--- src/rtl/simon_pkg.sv ---
// Shared Simon 32/64 geometry, constants, helpers and FSM encoding.
package simon_pkg;

    localparam int WORD      = 16;
    localparam int ROUNDS    = 32;
    localparam int KEY_WORDS = 4;

    localparam logic [WORD-1:0] C_CONST = 16'hFFFC;

    // z0 sequence with z[0] in bit 0.
    localparam logic [61:0] Z0 =
        62'b01100111000011010100100010111110110011100001101010010001011111;

    // Last counter value of the forward expansion (produces k31).
    localparam logic [4:0] EXP_LAST = 5'(ROUNDS - KEY_WORDS - 1);
    localparam logic [4:0] CNT_TOP  = 5'(ROUNDS - 1);

    typedef logic [1:0] state_t;
    localparam state_t ST_IDLE    = 2'd0;
    localparam state_t ST_EXPAND  = 2'd1;
    localparam state_t ST_DECRYPT = 2'd2;
    localparam state_t ST_DONE    = 2'd3;

    function automatic logic [WORD-1:0] rotl16(input logic [WORD-1:0] v, input int unsigned n);
        return (v << n) | (v >> (WORD - n));
    endfunction

    function automatic logic [WORD-1:0] rotr16(input logic [WORD-1:0] v, input int unsigned n);
        return (v >> n) | (v << (WORD - n));
    endfunction

    function automatic logic [WORD-1:0] simon_f(input logic [WORD-1:0] v);
        return (rotl16(v, 1) & rotl16(v, 8)) ^ rotl16(v, 2);
    endfunction

endpackage

--- src/rtl/simon_key_step.sv ---
// One step of the Simon 32/64 key schedule, forward (dir=0) or inverse (dir=1).
// Window w0..w3 is oldest..newest. Forward yields the word after w3,
// inverse yields the word before w0.
module simon_key_step
    import simon_pkg::*;
(
    input  logic            dir,
    input  logic [WORD-1:0] w0,
    input  logic [WORD-1:0] w1,
    input  logic [WORD-1:0] w2,
    input  logic [WORD-1:0] w3,
    input  logic            zbit,
    output logic [WORD-1:0] knext
);

    logic [WORD-1:0] base;
    logic [WORD-1:0] ta;
    logic [WORD-1:0] tb;
    logic [WORD-1:0] t;

    // Both directions share one mixing datapath; only the operand choice differs.
    always_comb begin
        base  = dir ? w3 : w0;
        ta    = dir ? w2 : w3;
        tb    = dir ? w0 : w1;
        t     = rotr16(ta, 3) ^ tb;
        knext = base ^ C_CONST ^ {{(WORD-1){1'b0}}, zbit} ^ t ^ rotr16(t, 1);
    end

endmodule

--- src/rtl/simon_decrypt_iter.sv ---
// Iterative Simon 32/64 decryptor: forward key expansion to k31..k28,
// then 32 inverse rounds while walking the key schedule backwards.
//
// state      | meaning
// IDLE       | ready for a ciphertext/key pair
// EXPAND     | forward key schedule, 28 cycles, ends with w3 = k31
// DECRYPT    | 32 inverse rounds using w3 = k[cnt], regenerating k[cnt-4]
// DONE       | plaintext held until out_ready
module simon_decrypt_iter
    import simon_pkg::*;
(
    input  logic        clk,
    input  logic        rst,
    input  logic        in_valid,
    output logic        in_ready,
    input  logic [31:0] ciphertext,
    input  logic [63:0] keytext,
    output logic        out_valid,
    input  logic        out_ready,
    output logic [31:0] plaintext
);

    state_t          state;
    logic [4:0]      cnt;
    logic [WORD-1:0] w0, w1, w2, w3;
    logic [WORD-1:0] x, y;
    logic [WORD-1:0] knext;
    logic [4:0]      zidx;
    logic            zbit;

    // z index: cnt going forward, cnt-4 going backward (held at 0 when unused).
    always_comb begin
        zidx = 5'd0;
        if (state == ST_EXPAND)
            zidx = cnt;
        else if (cnt >= 5'd4)
            zidx = cnt - 5'd4;
        zbit = Z0[zidx];
    end

    simon_key_step u_key_step (
        .dir   (state == ST_DECRYPT),
        .w0    (w0),
        .w1    (w1),
        .w2    (w2),
        .w3    (w3),
        .zbit  (zbit),
        .knext (knext)
    );

    // Sequencer, key window and data registers.
    always_ff @(posedge clk or posedge rst) begin
        if (rst) begin
            state <= ST_IDLE;
            cnt   <= 5'd0;
            w0    <= '0;
            w1    <= '0;
            w2    <= '0;
            w3    <= '0;
            x     <= '0;
            y     <= '0;
        end else begin
            case (state)
                ST_IDLE: begin
                    if (in_valid) begin
                        w0    <= keytext[15:0];
                        w1    <= keytext[31:16];
                        w2    <= keytext[47:32];
                        w3    <= keytext[63:48];
                        x     <= ciphertext[31:16];
                        y     <= ciphertext[15:0];
                        cnt   <= 5'd0;
                        state <= ST_EXPAND;
                    end
                end
                ST_EXPAND: begin
                    w0 <= w1;
                    w1 <= w2;
                    w2 <= w3;
                    w3 <= knext;
                    if (cnt == EXP_LAST) begin
                        cnt   <= CNT_TOP;
                        state <= ST_DECRYPT;
                    end else begin
                        cnt <= cnt + 5'd1;
                    end
                end
                ST_DECRYPT: begin
                    x  <= y;
                    y  <= x ^ simon_f(y) ^ w3;
                    w3 <= w2;
                    w2 <= w1;
                    w1 <= w0;
                    w0 <= knext;
                    if (cnt == 5'd0)
                        state <= ST_DONE;
                    else
                        cnt <= cnt - 5'd1;
                end
                ST_DONE: begin
                    if (out_ready)
                        state <= ST_IDLE;
                end
                default: state <= ST_IDLE;
            endcase
        end
    end

    assign in_ready  = (state == ST_IDLE);
    assign out_valid = (state == ST_DONE);
    assign plaintext = {x, y};

endmodule

--- config.mk ---
export PLATFORM = sky130hd
export DESIGN_NAME = simon_decrypt_iter
export DESIGN_NICKNAME = d
export VERILOG_FILES = /design/src/rtl/simon_pkg.sv /design/src/rtl/simon_key_step.sv /design/src/rtl/simon_decrypt_iter.sv
export SDC_FILE = /design/constraint.sdc
export NUM_CORES = 1
export LEC_CHECK = 0
export BUFFER_PORTS_ARGS = -buffer_cell sky130_fd_sc_hd__buf_2
export CAP_MARGIN = 30
export CELL_PAD_IN_SITES_DETAIL_PLACEMENT = 0
export CELL_PAD_IN_SITES_GLOBAL_PLACEMENT = 2
export CORE_MARGIN = 10
export CORE_UTILIZATION = 30
export DETAILED_ROUTE_END_ITERATION = 10
export GPL_ROUTABILITY_DRIVEN = 0
export HOLD_SLACK_MARGIN = 0.05
export PLACE_DENSITY_LB_ADDON = 0.1
export SLEW_MARGIN = 40
export SYNTH_ARGS = -nofsm -noshare
export SYNTH_HDL_FRONTEND = slang
export SYNTH_SLANG_ARGS = --single-unit
--- constraint.sdc ---
create_clock -name clk -period 3.8 [get_ports clk]
set_input_delay 0.76 -clock clk [delete_from_list [all_inputs] [get_ports clk]]
set_output_delay 0.76 -clock clk [all_outputs]
set_load 0.02 [all_outputs]
==> results of run 1 <==
-- report_power, final --
part           total [mW]  internal (mW)  switching [mW]  leakage [nW]
Combinational        4.49           2.29            2.20          2.36
Clock                1.04          0.531           0.509         0.152
Sequential           2.68           1.69           0.996          1.20
Total                8.21           4.51            3.70          3.72
-- flip-flops by register name, indices dropped and copies added, names as in the netlist --
signal / flops
w2: 16
w1: 16
cnt: 5
w3: 16
y: 16
w0: 16
state: 2
x: 16
-- placed cells by master (no fill, tap or decap), drive strengths merged, types with 2 or more instances in the layout --
master / Yosys / layout
xor2: 47 / 47
a22oi: 32 / 32
nand4: 2 / 2
nor2: 56 / 56
a31oi: 2 / 2
mux2i: 43 / 43
clkbuf: 43 / 9
o211ai: 2 / 2
a221oi: 31 / 31
dfrtp: 103 / 103
nor2b: 3 / 3
inv: 13 / 17
a311oi: 2 / 2
nand2b: 2 / 2
buf: 27 / 143
a21oi: 29 / 29
o311ai: 2 / 2
xnor2: 73 / 73
and3: 3 / 3
o22ai: 6 / 6
nand2: 125 / 125
nor3: 63 / 63
nand3: 2 / 2
o21ai: 110 / 110
a211oi: 2 / 2
ha: 15 / 15
o31ai: 2 / 2
-- per-layer routing --
layer	wire, um	part of all wire	global-route usage	vias up
met5	0	0	0	-
met4	308	0.012	0.04168	0
met3	1376	0.054	0.02788	19
met2	11040	0.44	0.2469	212
met1	12530	0.50	0.2275	3081
li1	-	-	-	3160
-- worst max-delay path, cell delays in order, from the launching register on --
cell	delay [ns]
dfrtp_1	0.54
inv_1	0.15
ha_1	0.21
a2111o_1	0.45
nor2_1	0.15
nor2_1	0.10
ha_1	0.33
nand2_1	0.05
o311ai_0	0.31
a211oi_1	0.10
a2bb2oi_1	0.23
xnor2_1	0.17
o22ai_1	0.11
-- synthesized netlist by cell type, types with 4 or more instances --
cell	instances	share of area
a21oi_1	28	0.019
a221oi_1	31	0.037
a22oi_1	32	0.033
buf_1	9	0.0047
buf_2	14	0.0097
clkbuf_1	39	0.020
clkbuf_2	4	0.0028
dfrtp_1	103	0.36
ha_1	15	0.026
inv_1	12	0.0062
mux2i_1	34	0.047
mux2i_4	8	0.025
nand2_1	125	0.065
nor2_1	56	0.029
nor3_1	63	0.043
o21ai_0	110	0.076
o22ai_1	6	0.0052
xnor2_1	72	0.087
xor2_1	47	0.057
-- per-stage QoR --
step | cells | worst slack (ns) | area [um^2] | utilization
2_1_floorplan | 852 | 0.3362 | 7249 | -
3_3_place_gp | 1244 | 0.9425 | 8154 | 0.3453
3_5_place_dp | 1244 | 0.8633 | 8160 | 0.3456
4_1_cts | 1260 | 0.8469 | 8474 | 0.3589
5_1_grt | 1260 | 0.6628 | 8474 | 0.3589
6_report | 1260 | 0.7698 | 8474 | 0.3589
-- how the worst min path moves through the flow --
stage | endpoint | slack [ns]
after global routing | w2[3] | 0.55
after global placement | x[3] | 0.51
after detailed placement | x[2] | 0.52
after CTS | w3[1] | 0.54
final | w3[0] | 0.50
after floorplan | w1[12] | 0.51
-- kinds of logic after synthesis --
logic type	Yosys count	synth area share
simple gates	261	0.1529
buf+inv	83	0.05195
fa+ha+maj	15	0.02589
compound gates	226	0.1924
flops	103	0.3555
xor+xnor	120	0.1460
mux	44	0.07525
-- layout make-up --
type / instances / area (um^2)
sequential: 103 / 2577
timing repair buffer: 143 / 782.0
multi-input combinational: 666 / 4340
fill: 2485 / 15140
inverter: 13 / 61.31
clock buffer: 9 / 225.2
tap: 319 / 399.1
clock inverter: 7 / 88.84
==> results.cfg, run 1 <==
[critical_path]
reg2reg_depth = 12
critPathKind = reg -> reg
r2r_end = w0[0]
cp.required_ns = 4.04
cp.arrival_ns = 3.27
path_max_fanout = 11
startpoint = cnt[3]
start_kind = flop
ff2ff_setup_slack_ns = 0.77
crit_end = w0[0]
reg2reg_from = cnt[3]
worst_setup_path_end_kind = flop

[drt]
via_per_inst = 5.137
detailroute.via_count = 6472
first_pass_iters = 6
drc_errors = 0
routed_wl_um = 25260
drt-wirelength-per-cell_um = 20.04
antenna_left = 0
drt_first_iter_violations = 470

[clock_network]
ctsHoldBuffers = 0
clk_pin_slew_ns = 0.08
htree_num_levels = 3
cts-resized-gates = 0
cts_max_path_buffers = 2
cts_buffers = 9
root_buffer = clkbuf_16
cts.sinks = 103
postCtsSetupRepairBufs = 0
tritoncts = built
insertion_delay_ns = 0.36

[yosys]
synth-main-ff-cell = dfrtp_1
seq_area_frac_synth = 0.3555
synth-seq-cells = 103
ys_types = 50
synthArstFlopShare = 1.000
syn_nets = 967
ys_warn_count = 0
avgSynthCellArea_um2 = 8.509
synthCells = 852
mappedNetlistArea_um2 = 7249
synth_edf_count = 0

[place]
dp_hpwl_um = 17970
portBuffers = 133

[timing]
post-route-period-util = 0.7974
drv_slew = 0
hold_violations = 0
fmax_mhz = 330.0
rsz0062_at_grt = false
hold-worst-slack_ns = 0.5012
setup_viol = 0
tns_ns = 0
fin_crit_ns = 3.030
tightestPinTransition_ns = 0.7369
finClkSkew_ns = 0.008788
slew_headroom = 0.5075

[floorplan]
core_area_um2 = 23610
rows = 56
die_width_um = 175.5
die_area_um2 = 30780
num_io_pins = 134
die_h_um = 175.5
initial_core_util = 0.3070

[status]
status = completed

[final_layout]
nets = 1051
drive_above_1_share = 0.1913
diodes = 0
area_growth_pct = 16.90

[power_and_ir_drop]
power_density_nw_per_um2 = 968.8
ir_worst_vdd_mv = 0.2483
p_leak_nw = 3.717
total_power_mw = 8.210

[grt]
gr-total-overflow = 0
track_usage = 0.1608
grt_max_degree = 106
first_global_vias = 6515
grt_pass1_wl_um = 39140
antenna_found_initial = 0

[worst_hold_path]
hold_path.class = in -> async

[job]
drv_cap = 0
No activity file was read; power rests on OpenSTA's default activity.
==> inputs of run 2 (changes only) <==
==> constraint.sdc (replaced) <==
create_clock -name clk -period 2.7 [get_ports clk]
set_input_delay 0.54 -clock clk [delete_from_list [all_inputs] [get_ports clk]]
set_output_delay 0.54 -clock clk [all_outputs]
set_load 0.02 [all_outputs]
==> run 2 against run 1 <==
Effect of this change:
- fmax increased by 14%
- non-clock buffer count increased by 21
- via count grew 1.1%
- clock power grew 30%
- largest cell class unchanged
- critical path depth is the same
- core utilization grew 0.83 points
- highest routed layer unchanged
- flip-flop and latch count is the same
- die area stayed put
- setup slack got worse by 0.72 ns
- cell count rose by 1.7%
==> results.cfg, run 2 (synthesis results as in run 1) <==
[timing]
finClkSkew_ns = 0.01324
layout_setup_ws_ns = 0.05333
fmax_mhz = 377.8
hold_violations = 0
setup_viol = 0
post-route-period-util = 0.9802
hold-worst-slack_ns = 0.3389
slew_headroom = 0.5838
tightestPinTransition_ns = 0.6242
tns_ns = 0
drv_slew = 0
rsz0062_at_grt = true
fin_crit_ns = 2.647

[drt]
drt_first_iter_violations = 411
first_pass_iters = 5
detailroute.via_count = 6542
antenna_left = 0
drt-wirelength-per-cell_um = 19.71
via_per_inst = 5.107
routed_wl_um = 25250
drc_errors = 0

[clock_network]
htree_num_levels = 3
cts_max_path_buffers = 2
cts_buffers = 9
insertion_delay_ns = 0.36
clk_pin_slew_ns = 0.08
root_buffer = clkbuf_16
tritoncts = built
cts.sinks = 103

[floorplan]
initial_core_util = 0.3070
die_area_um2 = 30780
die_width_um = 175.5
num_io_pins = 134
rows = 56
die_h_um = 175.5
core_area_um2 = 23610

[place]
portBuffers = 133
dp_cells = 1263
place_ws_ns = -0.01549
dp_hpwl_um = 18580

[critical_path]
crit_buf_inv = 1
path_max_fanout = 3
cp.arrival_ns = 2.88
slowest_stage = a2111o_1
crit_top_cell = nor2_2
start_kind = flop
max_stage_delay_ns = 0.48
crit_family = compound AO/OA/AOI/OAI gates
crit_chain = inv_2 -> ha_4 -> a2111o_1 -> nor2_2 -> nor2_2 -> ha_1 -> nand4bb_1 -> o311ai_2 -> a211oi_2 -> a2bb2oi_2 -> xnor2_1 -> o22ai_1
critPathKind = reg -> reg
cp.required_ns = 2.93
worst_setup_path_end_kind = flop

[final_layout]
nets = 1072
diodes = 0
final_cell_mix = buf_2 (133), nand2_1 (125), o21ai_0 (110)
n_fill_cell = 2461
drive_above_1_share = 0.2193
final_common_cell = buf_2
area_growth_pct = 19.59
fin_cells = 1281

[grt]
grt_max_degree = 104
grt_pass1_wl_um = 39540
gr-total-overflow = 0
first_global_vias = 6607
antenna_found_initial = 0
track_usage = 0.1622

[power_and_ir_drop]
p_leak_nw = 3.800
total_power_mw = 11.39
ir_worst_vdd_mv = 0.4037
power_density_nw_per_um2 = 1314

[worst_hold_path]
hold_path.class = in -> async

[job]
drv_cap = 0

[status]
status = completed
==> run 2: changes by cell type in the layout (fill, tap and decap cells not counted), moves of 2 or more <==
cell,before,now
buf_12,3,5
buf_4,6,26
clkinvlp_4,1,3
inv_1,11,9
inv_2,0,2
nor2_1,56,53
nor2_2,0,3
==> run 2: repair_timing <==
item,4_1_cts,5_1_grt
cloned,0,0
hold buffers,0,0
gates resized for setup,1,11
setup buffers,0,2
setup endpoints to repair,2,2
pin swaps,0,10
==> run 2: per-stage QoR <==
step / instance area (um^2) / util
2_1_floorplan: 7254 / -
3_3_place_gp: 8323 / 0.3525
4_1_cts: 8618 / 0.3650
5_1_grt: 8670 / 0.3672
6_report: 8670 / 0.3672
3_5_place_dp: 8323 / 0.3525
==> run 2: area by class of cell <==
class	instances	area, um^2	share of cell area
Clock inverter	7	63.81	0.007360
Sequential cell	103	2577	0.2973
Inverter	13	60.06	0.006927
Tap cell	319	399.1	0.04604
Timing Repair Buffer	164	960.9	0.1108
Multi-Input combinational cell	666	4383	0.5056
Clock buffer	9	225.2	0.02598
==> run 2: worst min-delay path, stage by stage <==
cell        delay (ns)
buf_2             0.11
clkinvlp_4        0.07
buf_12            0.45
==> run 2: where the power goes <==
| group | total (mW) | switching [mW] | internal (mW) | leakage, nW |
|---|---|---|---|---|
| Clock | 1.35 | 0.701 | 0.648 | 0.136 |
| Sequential | 3.70 | 1.32 | 2.37 | 1.20 |
| Combinational | 6.35 | 3.09 | 3.25 | 2.46 |
==> run 2: layer usage <==
| metal | vias up | GRT usage | wire length, um |
|---|---|---|---|
| li1 | 3206 | - | - |
| met1 | 3148 | 0.2300 | 12560 |
| met2 | 174 | 0.2517 | 11350 |
| met3 | 14 | 0.02616 | 1085 |
| met4 | 0 | 0.03780 | 250 |
| met5 | - | 0 | 0 |
==> run 2: final timing paths <==
path	to	from	slack, ns	cells past startpoint
worst max-delay path	w0[0]	cnt[0]	0.05	12
worst min-delay path	cnt[2]	rst	0.34	3
worst max register to register	w0[0]	cnt[0]	0.05	12
worst min register to register	x[2]	x[2]	0.53	2
max in group asynchronous	y[7]	rst	1.88	3
min in group clk	y[11]	ciphertext[11]	0.46	3
==> inputs of run 3 (changes only) <==
--- a/config.mk
+++ b/config.mk
@@ -15,6 +15,7 @@
 export GPL_ROUTABILITY_DRIVEN = 0
 export HOLD_SLACK_MARGIN = 0.05
 export PLACE_DENSITY_LB_ADDON = 0.1
+export REMOVE_ABC_BUFFERS = 1
 export SLEW_MARGIN = 40
 export SYNTH_ARGS = -nofsm -noshare
 export SYNTH_HDL_FRONTEND = slang
==> run 3 against run 2 <==
Effect of this change:
- count of clock-buffer cells in the layout rose by 2
- non-clock buffer count fell by 3
- core utilization fell by 0.22 points
- hold slack got worse by 0.24 ns
- total power fell by 1.5%
- register-to-register slack improved by 0.11 ns
==> results.cfg, run 3 (synthesis results as in run 1) <==
[status]
status = completed

[floorplan]
die_h_um = 175.5
die_area_um2 = 30780
rows = 56
num_io_pins = 134
core_area_um2 = 23610
initial_core_util = 0.3070
die_width_um = 175.5

[drt]
drt-wirelength-per-cell_um = 19.14
via_per_inst = 5.091
drt_first_iter_violations = 527
antenna_left = 0
routed_wl_um = 24470
first_pass_iters = 5
drc_errors = 0
detailroute.via_count = 6506

[final_layout]
drive_above_1_share = 0.2086
final_cell_mix = buf_2 (133), nand2_1 (125), o21ai_0 (110)
final_common_cell = buf_2
diodes = 0
finish.utilization = 0.3649
nets = 1069
n_fill_cell = 2487
area_growth_pct = 18.86
final_cell_area_um2 = 8617
multiInputGateArea_um2 = 4359
fin_cells = 1278
ff_latch_area_um2 = 2577

[clock_network]
root_buffer = clkbuf_16
cts-resized-gates = 0
cts_buffers = 9
tritoncts = built
postCtsSetupRepairBufs = 0
clk_pin_slew_ns = 0.08
cts_max_path_buffers = 2
insertion_delay_ns = 0.35
htree_num_levels = 3
ctsHoldBuffers = 0
cts.sinks = 103

[place]
dp_cells = 1262
dpl_cell_area_um2 = 8319
portBuffers = 133
dp_hpwl_um = 17720
place_ws_ns = 0.05095

[grt]
track_usage = 0.1565
grt_pass1_wl_um = 38340
gr-total-overflow = 0
first_global_vias = 6511
grt_max_degree = 66
antenna_found_initial = 0

[critical_path]
crit_chain = inv_1 -> ha_1 -> a2111o_1 -> nor2_2 -> nor2_1 -> ha_1 -> nand2_1 -> o311ai_1 -> a211oi_2 -> a2bb2oi_2 -> xnor2_1 -> o22ai_1
critPathKind = reg -> reg
slowest_stage = a2111o_1
cp.required_ns = 2.93
crit_family = compound AO/OA/AOI/OAI gates
crit_buf_inv = 1
worst_setup_path_end_kind = flop
start_kind = flop
path_max_fanout = 3
cp.arrival_ns = 2.77
max_stage_delay_ns = 0.40
crit_top_cell = ha_1

[timing]
layout_setup_ws_ns = 0.1596
rsz0062_at_grt = false
fin_crit_ns = 2.540
post-route-period-util = 0.9409
setup_viol = 0
tns_ns = 0
finClkSkew_ns = 0.01236
slew_headroom = 0.6273
tightestPinTransition_ns = 0.5591
fmax_mhz = 393.6
hold_violations = 0
drv_slew = 0

[power_and_ir_drop]
ir_worst_vdd_mv = 0.4176
power_density_nw_per_um2 = 1303
p_leak_nw = 3.797

[job]
drv_cap = 0

[worst_hold_path]
hold_path.class = in -> async
run 3: cell count changes in the layout (fill, tap and decap cells not counted), moves of 2 or more:
cell and change:
nor2_2 -2, inv_2 -2, buf_4 -3, nor2_1 +2, inv_1 +2, inv_8 -2
run 3: layer usage:
metal | GRT usage | vias to the layer above | routed length (um)
met5 | 0 | - | 0
met4 | 0.04203 | 0 | 301
met3 | 0.02724 | 20 | 1314
met2 | 0.2391 | 203 | 10880
met1 | 0.2218 | 3089 | 11970
li1 | - | 3194 | -
run 3: path summary, 6_finish.rpt:
check,depth (start not counted),slack [ns],endpoint,start
max,12,0.16,w0[0],cnt[0]
min,2,0.1,y[0],rst
max reg2reg,12,0.16,w0[0],cnt[0]
min reg2reg,2,0.54,x[3],x[3]
max in group asynchronous,3,1.98,y[11],rst
min in group clk,3,0.46,w3[11],keytext[59]
run 3: through the flow:
step / total power [mW] / hold slack (ns)
floorplan: 8.420 / 0.5107
global placement: 9.872 / 0.4638
detailed placement: 10.00 / 0.4652
CTS: 11.36 / 0.08530
global route: 12.26 / 0.1005
finish: 11.23 / 0.09663
run 3: cell type report:
| cell class | instances | area share |
|---|---|---|
| inverter | 13 | 0.006824 |
| tap | 319 | 0.04632 |
| clock buffer | 11 | 0.02817 |
| timing repair buffer | 161 | 0.1089 |
| clock inverter | 5 | 0.004792 |
| sequential | 103 | 0.2991 |
| multi-input combinational | 666 | 0.5059 |
run 3: power breakdown:
| part | switching [mW] | internal (mW) | leakage [nW] |
|---|---|---|---|
| clock network | 0.652 | 0.661 | 0.132 |
| logic | 2.97 | 3.23 | 2.46 |
| registers | 1.34 | 2.37 | 1.20 |
